--- config.mk ---
export PLATFORM = sky130hd
export DESIGN_NAME = sdram_port_scheduler
export DESIGN_NICKNAME = d
export VERILOG_FILES = /design/src/rtl/sdram_port_scheduler.sv
export SDC_FILE = /design/constraint.sdc
export NUM_CORES = 1
export LEC_CHECK = 0
export CAP_MARGIN = 20
export CORE_ASPECT_RATIO = 1.1
export CORE_UTILIZATION = 45
export DETAILED_ROUTE_END_ITERATION = 8
export HOLD_SLACK_MARGIN = 0.06
export PLACE_DENSITY = 0.79
export SLEW_MARGIN = 20
export SYNTH_ARGS = -nofsm -noshare
export SYNTH_HDL_FRONTEND = slang
export SYNTH_SLANG_ARGS = --single-unit
--- constraint.sdc ---
create_clock -name i_clk -period 6.22 [get_ports i_clk]
set_input_delay 0.622 -clock i_clk [delete_from_list [all_inputs] [get_ports i_clk]]
set_output_delay 0.622 -clock i_clk [all_outputs]
set_load 0.1 [all_outputs]
--- src/rtl/sdram_port_scheduler.sv ---
// Burst scheduler for the four frame-buffer FIFO ports: picks one eligible port, offers a single
// SDRAM burst command and advances that port's wrapping address pointer when the burst completes.
module sdram_port_scheduler #(
  parameter int ADDR_W     = 23,
  parameter int LEN_W      = 8,
  parameter int LVL_W      = 10,
  parameter int FIFO_DEPTH = 512
) (
  input  logic                  i_clk,
  input  logic                  i_rst,
  input  logic [4*ADDR_W-1:0]   i_base,
  input  logic [4*ADDR_W-1:0]   i_max,
  input  logic [4*LEN_W-1:0]    i_len,
  input  logic [3:0]            i_load,
  input  logic [4*LVL_W-1:0]    i_level,
  output logic                  o_cmd_valid,
  output logic                  o_cmd_write,
  output logic [1:0]            o_cmd_port,
  output logic [ADDR_W-1:0]     o_cmd_addr,
  output logic [LEN_W-1:0]      o_cmd_len,
  input  logic                  i_cmd_ready,
  input  logic                  i_cmd_done,
  output logic                  o_busy
);

  typedef enum logic [1:0] {StIdle, StIssue, StWait} state_t;

  state_t              r_state, w_state_next;
  logic [ADDR_W-1:0]   r_ptr [4];
  logic                r_tog_wr, r_tog_rd;
  logic [1:0]          r_port;
  logic [ADDR_W-1:0]   r_addr;
  logic [LEN_W-1:0]    r_len;
  logic                r_write;

  logic [ADDR_W-1:0]   w_base [4];
  logic [ADDR_W-1:0]   w_max [4];
  logic [LEN_W-1:0]    w_len [4];
  logic [3:0]          w_elig;
  logic [1:0]          w_gport;
  logic                w_grant, w_advance;
  logic [ADDR_W:0]     w_next;
  logic [ADDR_W-1:0]   w_adv_ptr;

  for (genvar g = 0; g < 4; g++) begin : g_port
    logic [LVL_W-1:0] w_lvl;
    assign w_base[g] = i_base[g*ADDR_W +: ADDR_W];
    assign w_max[g]  = i_max[g*ADDR_W +: ADDR_W];
    assign w_len[g]  = i_len[g*LEN_W +: LEN_W];
    assign w_lvl     = i_level[g*LVL_W +: LVL_W];
    if (g < 2) begin : g_wr
      assign w_elig[g] = 32'(w_lvl) >= 32'(w_len[g]);
    end else begin : g_rd
      // Read side needs room for a full burst; summing avoids underflow when len > depth.
      assign w_elig[g] = (32'(w_lvl) + 32'(w_len[g])) <= 32'(FIFO_DEPTH);
    end
  end

  // Reads beat writes; inside a class the toggle picks which port wins a tie.
  always_comb begin
    w_gport = 2'd0;
    if (w_elig[2] || w_elig[3]) begin
      if (w_elig[2] && w_elig[3]) w_gport = r_tog_rd ? 2'd3 : 2'd2;
      else                        w_gport = w_elig[3] ? 2'd3 : 2'd2;
    end else if (w_elig[0] && w_elig[1]) begin
      w_gport = r_tog_wr ? 2'd1 : 2'd0;
    end else begin
      w_gport = w_elig[1] ? 2'd1 : 2'd0;
    end
  end

  always_comb begin
    w_state_next = r_state;
    w_grant      = 1'b0;
    w_advance    = 1'b0;
    unique case (r_state)
      StIdle: begin
        if (|w_elig) begin
          w_grant      = 1'b1;
          w_state_next = StIssue;
        end
      end
      StIssue: begin
        if (i_cmd_ready) begin
          if (i_cmd_done) begin
            w_advance    = 1'b1;
            w_state_next = StIdle;
          end else begin
            w_state_next = StWait;
          end
        end
      end
      StWait: begin
        if (i_cmd_done) begin
          w_advance    = 1'b1;
          w_state_next = StIdle;
        end
      end
      default: w_state_next = StIdle;
    endcase
  end

  always_comb begin
    w_next    = {1'b0, r_ptr[r_port]} + (ADDR_W+1)'(r_len);
    w_adv_ptr = (w_next >= {1'b0, w_max[r_port]}) ? w_base[r_port] : w_next[ADDR_W-1:0];
  end

  always_ff @(posedge i_clk) begin
    if (i_rst) r_state <= StIdle;
    else       r_state <= w_state_next;
  end

  always_ff @(posedge i_clk) begin
    if (i_rst) begin
      r_tog_wr <= 1'b0;
      r_tog_rd <= 1'b0;
      r_port   <= '0;
      r_addr   <= '0;
      r_len    <= '0;
      r_write  <= 1'b0;
      for (int p = 0; p < 4; p++) r_ptr[p] <= w_base[p];
    end else begin
      if (w_grant) begin
        r_port  <= w_gport;
        r_addr  <= r_ptr[w_gport];
        r_len   <= w_len[w_gport];
        r_write <= ~w_gport[1];
        if (w_gport[1]) r_tog_rd <= ~w_gport[0];
        else            r_tog_wr <= ~w_gport[0];
      end
      // A reload overrides a same-cycle completion advance on that port.
      for (int p = 0; p < 4; p++) begin
        if (i_load[p])                          r_ptr[p] <= w_base[p];
        else if (w_advance && r_port == 2'(p))  r_ptr[p] <= w_adv_ptr;
      end
    end
  end

  assign o_cmd_valid = (r_state == StIssue);
  assign o_busy      = (r_state != StIdle);
  assign o_cmd_write = r_write;
  assign o_cmd_port  = r_port;
  assign o_cmd_addr  = r_addr;
  assign o_cmd_len   = r_len;

endmodule

==> results.py, run 1 <==
metrics = {
    "yosys": {
        "synth_edf_count": 92,
        "synth-async-reset-ratio_pct": 0,
        "yosys_warnings": 0,
        "yosysSeqAreaShare_pct": 33.7,
        "syn_inst": 926,
        "ys.flop_type": "edfxtp_1",
        "synth_cell_types": 61,
        "synth_area_um2": 10600,
        "synth_area_leader_cell": "edfxtp_1",
        "synth_area_leaders": "edfxtp_1, mux4_2, mux2_2, ha_1, dfxtp_1",
        "postSynthAreaPerCell_um2": 11.4,
        "yosys_register_bits": 132,
        "syn-num-nets": 1259,
        "synth_top_area_share_pct": 26.1,
    },
    "clock_tree": {
        "clkTransAtPathRegs_ns": 0.06,
        "htreeDepth": 4,
        "hold_buffers": 0,
        "clock-sinks": 132,
        "clockRootBuffer": "clkbuf_16",
        "clockBufferDepth": 2,
        "cts_buffers": 17,
        "clk_latency_ns": 0.42,
        "cts_tree": "built",
    },
    "die": {
        "rows": 58,
        "die_y_um": 163,
        "dieArea_um2": 24100,
        "core_um2": 22900,
        "ios": 300,
        "initial_core_util_pct": 46.1,
        "die_w_um": 148,
    },
    "timing": {
        "finalCritPeriodShare_pct": 94.4,
        "clock_skew_ns": 0.00748,
        "finalHoldViolations": 0,
        "drv_slew": 0,
        "tightestPinTransition_ns": 1.03,
        "rsz0062_at_grt": "no",
        "setup_viol": 0,
        "fmax_mhz": 170,
        "tns_ns": 0,
        "fin_crit_ns": 5.87,
        "max_slew_margin_pct": 31.2,
    },
    "outcome": {
        "outcome": "finished, final reports clean",
    },
    "finish": {
        "final_layout_size_suffix_gt1_share_pct": 20.5,
        "instances_no_fill": 1532,
        "fin_nets": 1553,
        "final_common_cell": "clkdlybuf4s50_1",
        "ff_latch_area_um2": 3570,
        "multi_input_area_um2": 6540,
        "area_delta_synth_final_pct": 37.9,
        "fill_cells": 1806,
        "layout_common_cells": "clkdlybuf4s50_1, edfxtp_1, mux2_2",
        "stdcell_area_um2": 14600,
        "antenna_cells": 0,
    },
    "pwr": {
        "p_leak_nw": 5.73,
        "peakVddDrop_uv": 200,
        "powerDensity_nw_per_um2": 263,
    },
    "route": {
        "wire_per_inst_um": 22.9,
        "vias": 9176,
        "wirelength_um": 35100,
        "drc": 0,
        "drtIter0Drc": 612,
        "viasPerCell": 5.99,
        "ant_nets": 0,
        "firstDrtPassIters": 5,
    },
    "placement": {
        "io_buffers": 299,
        "placed_cell_area_um2": 14000,
        "gp_congestion": 0.922,
        "post-dp-hpwl_um": 26600,
        "dp.cells": 1501,
    },
    "grt": {
        "grtUsageMet2_pct": 52.4,
        "grt_pass1_wl_um": 53200,
        "grt_max_degree": 32,
        "grt.met3_usage_pct": 4.73,
        "antenna_found_initial": 0,
        "grt_use_met1_pct": 35.9,
        "track_usage_pct": 29.5,
        "grt_pass1_vias": 9506,
        "busiest_layer": "met2",
        "grt-ovfl-total": 0,
    },
    "setup_path": {
        "cp.required_ns": 6.39,
        "reg2reg_slack_ns": 0.35,
        "criticalPathCategory": "reg2reg",
        "r2r_end": "r_ptr[3][22]$_DFFE_PP_",
        "r2r_cells": 24,
        "critPathMaxFanout": 15,
        "worstSetupEndpointType": "flop",
        "arrival_ns": 6.05,
        "start_kind": "flop",
    },
    "worst_hold_path": {
        "hold_path_class": "reg2reg",
        "min_to": "o_cmd_addr[16]$_SDFFE_PP0P_",
        "hold_depth": 2,
        "worstHoldStart": "o_cmd_addr[16]$_SDFFE_PP0P_",
    },
    "run": {
        "cap_violations": 0,
    },
}
## final cells by class
class | instances | area share [%]
Multi-Input combinational cell | 669 | 44.9
Sequential cell | 132 | 24.5
Timing Repair Buffer | 324 | 21.9
Clock buffer | 22 | 3.32
Tap cell | 300 | 2.58
Inverter | 76 | 1.96
Clock inverter | 9 | 0.876
## report_power, final
| group | leakage [nW] | switching [W] | internal (W) |
|---|---|---|---|
| registers | 1.27 | 0.0000798 | 0.00104 |
| logic | 4.16 | 0.000963 | 0.000702 |
| clock network | 0.294 | 0.000376 | 0.000668 |
| total | 5.73 | 0.00142 | 0.00241 |
## kinds of logic after synthesis
group / share of synthesized area, %
and+or+nand+nor: 8.61
muxes: 30.0
DFF: 33.7
AOI/OAI and AO/OA: 12.8
buffers and inverters: 4.80
adders and majority gates: 8.38
xor gates and xnor gates: 1.74
## metal layers
layer / vias up / wire, um / share of wire [%]
met5: - / 0 / 0
met4: 0 / 904 / 2.6
met3: 50 / 2820 / 8.0
met2: 488 / 17900 / 51
met1: 4491 / 13500 / 38
li1: 4147 / - / -
## timing repair
| action | in CTS | in global routing |
|---|---|---|
| setup buffers | 0 | 0 |
| resized for setup | 0 | 1 |
| setup endpoints to repair | 0 | 24 |
## metrics by stage
step / worst slack [ns] / total power [W] / hold WS, ns / util (%)
finish: 0.347 / 0.00383 / 0.467 / 63.6
global route: 0.0392 / 0.00399 / 0.490 / 63.6
CTS: 0.391 / 0.00382 / 0.470 / 63.6
detailed placement: 0.412 / 0.00278 / 0.452 / 60.9
global placement: 0.623 / 0.00275 / 0.449 / 60.9
floorplan: 0.0416 / 0.00222 / 0.466 / -
## critical path, stage by stage (launching register included)
cell and delay (ns):
dfxtp_2 0.43, mux4_2 0.53, ha_1 0.23, inv_1 0.08, fa_1 0.21, nor2b_1 0.06, o21ai_0 0.25, a21boi_0 0.19
o21ai_0 0.31, a21o_1 0.21, a21o_1 0.22, nor2_1 0.08, xor2_1 0.19, ha_1 0.23, a21o_1 0.17, a21o_1 0.16
a21oi_1 0.13, nor2b_1 0.06, o21ai_0 0.14, nand2b_1 0.07, a221o_1 0.42, a31oi_2 0.22, buf_4 0.31, mux2_2 0.41
mux2_2 0.28
## sequential cells by signal (all words and copies together), names as in the netlist, named ones only
register and count:
o_cmd_port 2, r_ptr 92, o_cmd_write 1, r_state 2, r_tog_wr 1, o_cmd_addr 23
r_tog_rd 1, o_cmd_len 8
## worst max-delay path by stage
stage | from | endpoint | cells after the start
after detailed placement | flop | r_ptr[3][22]$_DFFE_PP_ | 21
after CTS | flop | r_ptr[3][22]$_DFFE_PP_ | 21
after global placement | flop | r_ptr[3][8]$_DFFE_PP_ | 23
after global routing | flop | r_ptr[0][10]$_DFFE_PP_ | 21
after floorplan | flop | r_ptr[3][12]$_DFFE_PP_ | 26
final | flop | r_ptr[3][22]$_DFFE_PP_ | 24
## synthesized netlist by cell type, types with 3 or more instances
| master | n |
|---|---|
| mux4_2 | 68 |
| ha_1 | 66 |
| fa_1 | 3 |
| edfxtp_1 | 92 |
| dfxtp_1 | 40 |
| and3_1 | 3 |
| and2_1 | 5 |
| mux2i_1 | 67 |
| nor4_1 | 3 |
| buf_1 | 8 |
| nand4_1 | 7 |
| clkbuf_1 | 26 |
| o22ai_1 | 10 |
| inv_1 | 76 |
| nand2b_1 | 14 |
| a211oi_1 | 7 |
| nand2_1 | 73 |
| xnor2_1 | 15 |
| o21bai_1 | 4 |
| nor3_1 | 12 |
| buf_2 | 12 |
| nand3b_1 | 5 |
| a21o_1 | 14 |
| o211ai_1 | 4 |
| or3_1 | 4 |
| o221ai_2 | 30 |
| nor2b_1 | 8 |
| o21a_1 | 7 |
| a21oi_1 | 31 |
| o21ai_0 | 41 |
| nor2_1 | 33 |
| xor2_1 | 6 |
| nand3_1 | 9 |
| buf_6 | 3 |
| mux2_2 | 85 |
No activity file was read; power rests on OpenSTA's default activity.
==> run 2: changes to the inputs <==
--- a/config.mk
+++ b/config.mk
@@ -7,10 +7,9 @@
 export LEC_CHECK = 0
 export CAP_MARGIN = 20
 export CORE_ASPECT_RATIO = 1.1
-export CORE_UTILIZATION = 45
+export CORE_UTILIZATION = 30
 export DETAILED_ROUTE_END_ITERATION = 8
 export HOLD_SLACK_MARGIN = 0.06
-export PLACE_DENSITY = 0.79
 export SLEW_MARGIN = 20
 export SYNTH_ARGS = -nofsm -noshare
 export SYNTH_HDL_FRONTEND = slang
==> run 2 against run 1 <==
Effect of this change:
- final cell count grew 9.2%
- hold slack is essentially flat
- register-to-register slack gained 0.11 ns
- die area grew 49%
- routed wire length grew 3.8%
- via count shrank 3.1%
- cell area grew 1.8%
- critical path depth shrank 1
- combinational power is essentially flat
- sequential share of layout area shrank 0.42 points
- critical path type unchanged
- critical endpoint is now r_ptr[2][10]$_DFFE_PP_
==> results.py, run 2 (synthesis gave the netlist of run 1 again) <==
metrics = {
    "worst_hold_path": {
        "hold_path_class": "reg2reg",
    },
    "pwr": {
        "pwr-share-comb_pct": 42.1,
        "p_int_w": 0.00250,
        "swShare_pct": 36.8,
        "peakVddDrop_uv": 126,
        "p_leak_nw": 5.76,
        "seq_power_share_pct": 28.3,
        "p_sw_w": 0.00146,
        "powerDensity_nw_per_um2": 267,
        "p_clk_share_pct": 29.7,
    },
    "grt": {
        "antenna_found_initial": 0,
        "grt_max_degree": 43,
        "grt-ovfl-total": 0,
        "grt_pass1_vias": 9225,
        "track_usage_pct": 20.2,
        "grt_pass1_wl_um": 54000,
    },
    "finish": {
        "area_delta_synth_final_pct": 40.4,
        "final_common_cell": "clkdlybuf4s50_1",
        "final_layout_size_suffix_gt1_share_pct": 20.7,
        "largest_reg_flops": 92,
        "layout_common_cells": "clkdlybuf4s50_1, edfxtp_1, mux2_2",
        "regMostFlops": "r_ptr",
        "fin_nets": 1555,
        "antenna_cells": 0,
        "stdcell_area_um2": 14800,
    },
    "die": {
        "initial_core_util_pct": 30.7,
        "die_w_um": 181,
        "ios": 300,
        "rows": 71,
        "die_y_um": 199,
        "core_um2": 34500,
        "dieArea_um2": 36000,
    },
    "setup_path": {
        "cp.required_ns": 6.40,
        "reg2reg_slack_ns": 0.46,
        "criticalPathCategory": "reg2reg",
        "critPathMaxFanout": 10,
        "worstSetupEndpointType": "flop",
        "start_kind": "flop",
        "arrival_ns": 5.94,
    },
    "placement": {
        "gp_congestion": 0.892,
        "dp_slack_ns": 0.348,
        "io_buffers": 299,
        "post-dp-hpwl_um": 27900,
        "placed_cell_area_um2": 14100,
    },
    "route": {
        "wire_per_inst_um": 21.8,
        "drc": 0,
        "drtIter0Drc": 566,
        "ant_nets": 0,
        "vias": 8891,
        "firstDrtPassIters": 5,
        "wirelength_um": 36500,
        "viasPerCell": 5.31,
    },
    "clock_tree": {
        "clock-sinks": 132,
        "htreeDepth": 4,
        "cts_tree": "built",
        "clkTransAtPathRegs_ns": 0.06,
        "cts_setup_buffers": 0,
        "clk_latency_ns": 0.43,
        "clockBufferDepth": 2,
        "cts_buffers": 17,
        "clockRootBuffer": "clkbuf_16",
    },
    "timing": {
        "finalCritPeriodShare_pct": 92.7,
        "tightestPinTransition_ns": 1.07,
        "setup_viol": 0,
        "drv_slew": 0,
        "tns_ns": 0,
        "max_slew_margin_pct": 28.7,
        "fin_crit_ns": 5.76,
        "fmax_mhz": 174,
        "clock_skew_ns": 0.00614,
        "finalHoldViolations": 0,
        "setup_ws_ns": 0.457,
        "rsz0062_at_grt": "no",
    },
    "outcome": {
        "outcome": "finished, final reports clean",
    },
    "run": {
        "cap_violations": 0,
    },
}
==> run 2: cell types whose count changed in the layout (fill, tap and decap cells not counted), moves of 2 or more <==
| cell | change |
|---|---|
| bufinv_16 | +3 |
| clkbuf_8 | -4 |
| clkinv_2 | -3 |
| clkinv_4 | +2 |
| inv_6 | +4 |
==> run 2: path summary, 6_finish.rpt <==
check	from	end	depth (start not counted)
max reg2reg	flop	r_ptr[2][10]$_DFFE_PP_	23
min reg2reg	o_cmd_addr[15]$_SDFFE_PP0P_	o_cmd_addr[15]$_SDFFE_PP0P_	2
min	o_cmd_addr[15]$_SDFFE_PP0P_	o_cmd_addr[15]$_SDFFE_PP0P_	2
max	flop	r_ptr[2][10]$_DFFE_PP_	23
==> run 2: critical path: stages, from the launching register on <==
cell and delay (ns):
dfxtp_2 0.44, mux4_2 0.55, ha_1 0.29, a21o_1 0.17, a21oi_1 0.27, o21ai_0 0.16, a21oi_1 0.21, o21ai_0 0.16
nor2b_2 0.23, and2_1 0.17, xnor2_1 0.18, inv_1 0.06, ha_1 0.31, a21o_1 0.16, a21o_1 0.16, a21oi_1 0.14
nor2b_1 0.06, o21ai_0 0.15, nand2b_1 0.07, a221o_1 0.42, a31oi_2 0.23, buf_4 0.25, mux2_2 0.39, mux2_2 0.27
==> run 2: power groups by stage <==
stage	logic [W]	clock network (W)	registers (W)
2_1_floorplan	0.000860	0	0.00136
3_3_place_gp	0.00164	0	0.00114
3_5_place_dp	0.00166	0	0.00114
4_1_cts	0.00167	0.00119	0.00112
5_1_grt	0.00178	0.00122	0.00113
6_report	0.00166	0.00118	0.00112
==> run 2: repair_timing <==
action                     CTS  global route
hold endpoints to repair     0             0
resized for setup            0             2
setup endpoints to repair    0            54
hold buffers                 0             0
==> run 2: cell type report <==
cell class,count,area (um^2)
clock buffers,18,429
clock inverters,14,248
fillers,3273,19600
inverters,76,285
multi-input cells,669,6540
flip-flops and latches,132,3570
well taps,438,548
repair buffers,326,3210
==> run 2: per-stage QoR <==
step	instances	total power, W	util [%]	hold slack, ns
global route	1673	0.00414	43.0	0.495
CTS	1673	0.00398	43.0	0.474
floorplan	926	0.00222	-	0.466
finish	1673	0.00396	43.0	0.467
global placement	1641	0.00278	41.0	0.453
detailed placement	1641	0.00279	41.0	0.457
==> run 2: per-layer routing <==
metal	GRT usage (%)	share of wire, %	vias to the layer above
li1	-	-	4156
met1	23.9	41	4289
met2	36.2	50	377
met3	3.59	6.0	69
met4	7.69	2.9	0
met5	0	0	-
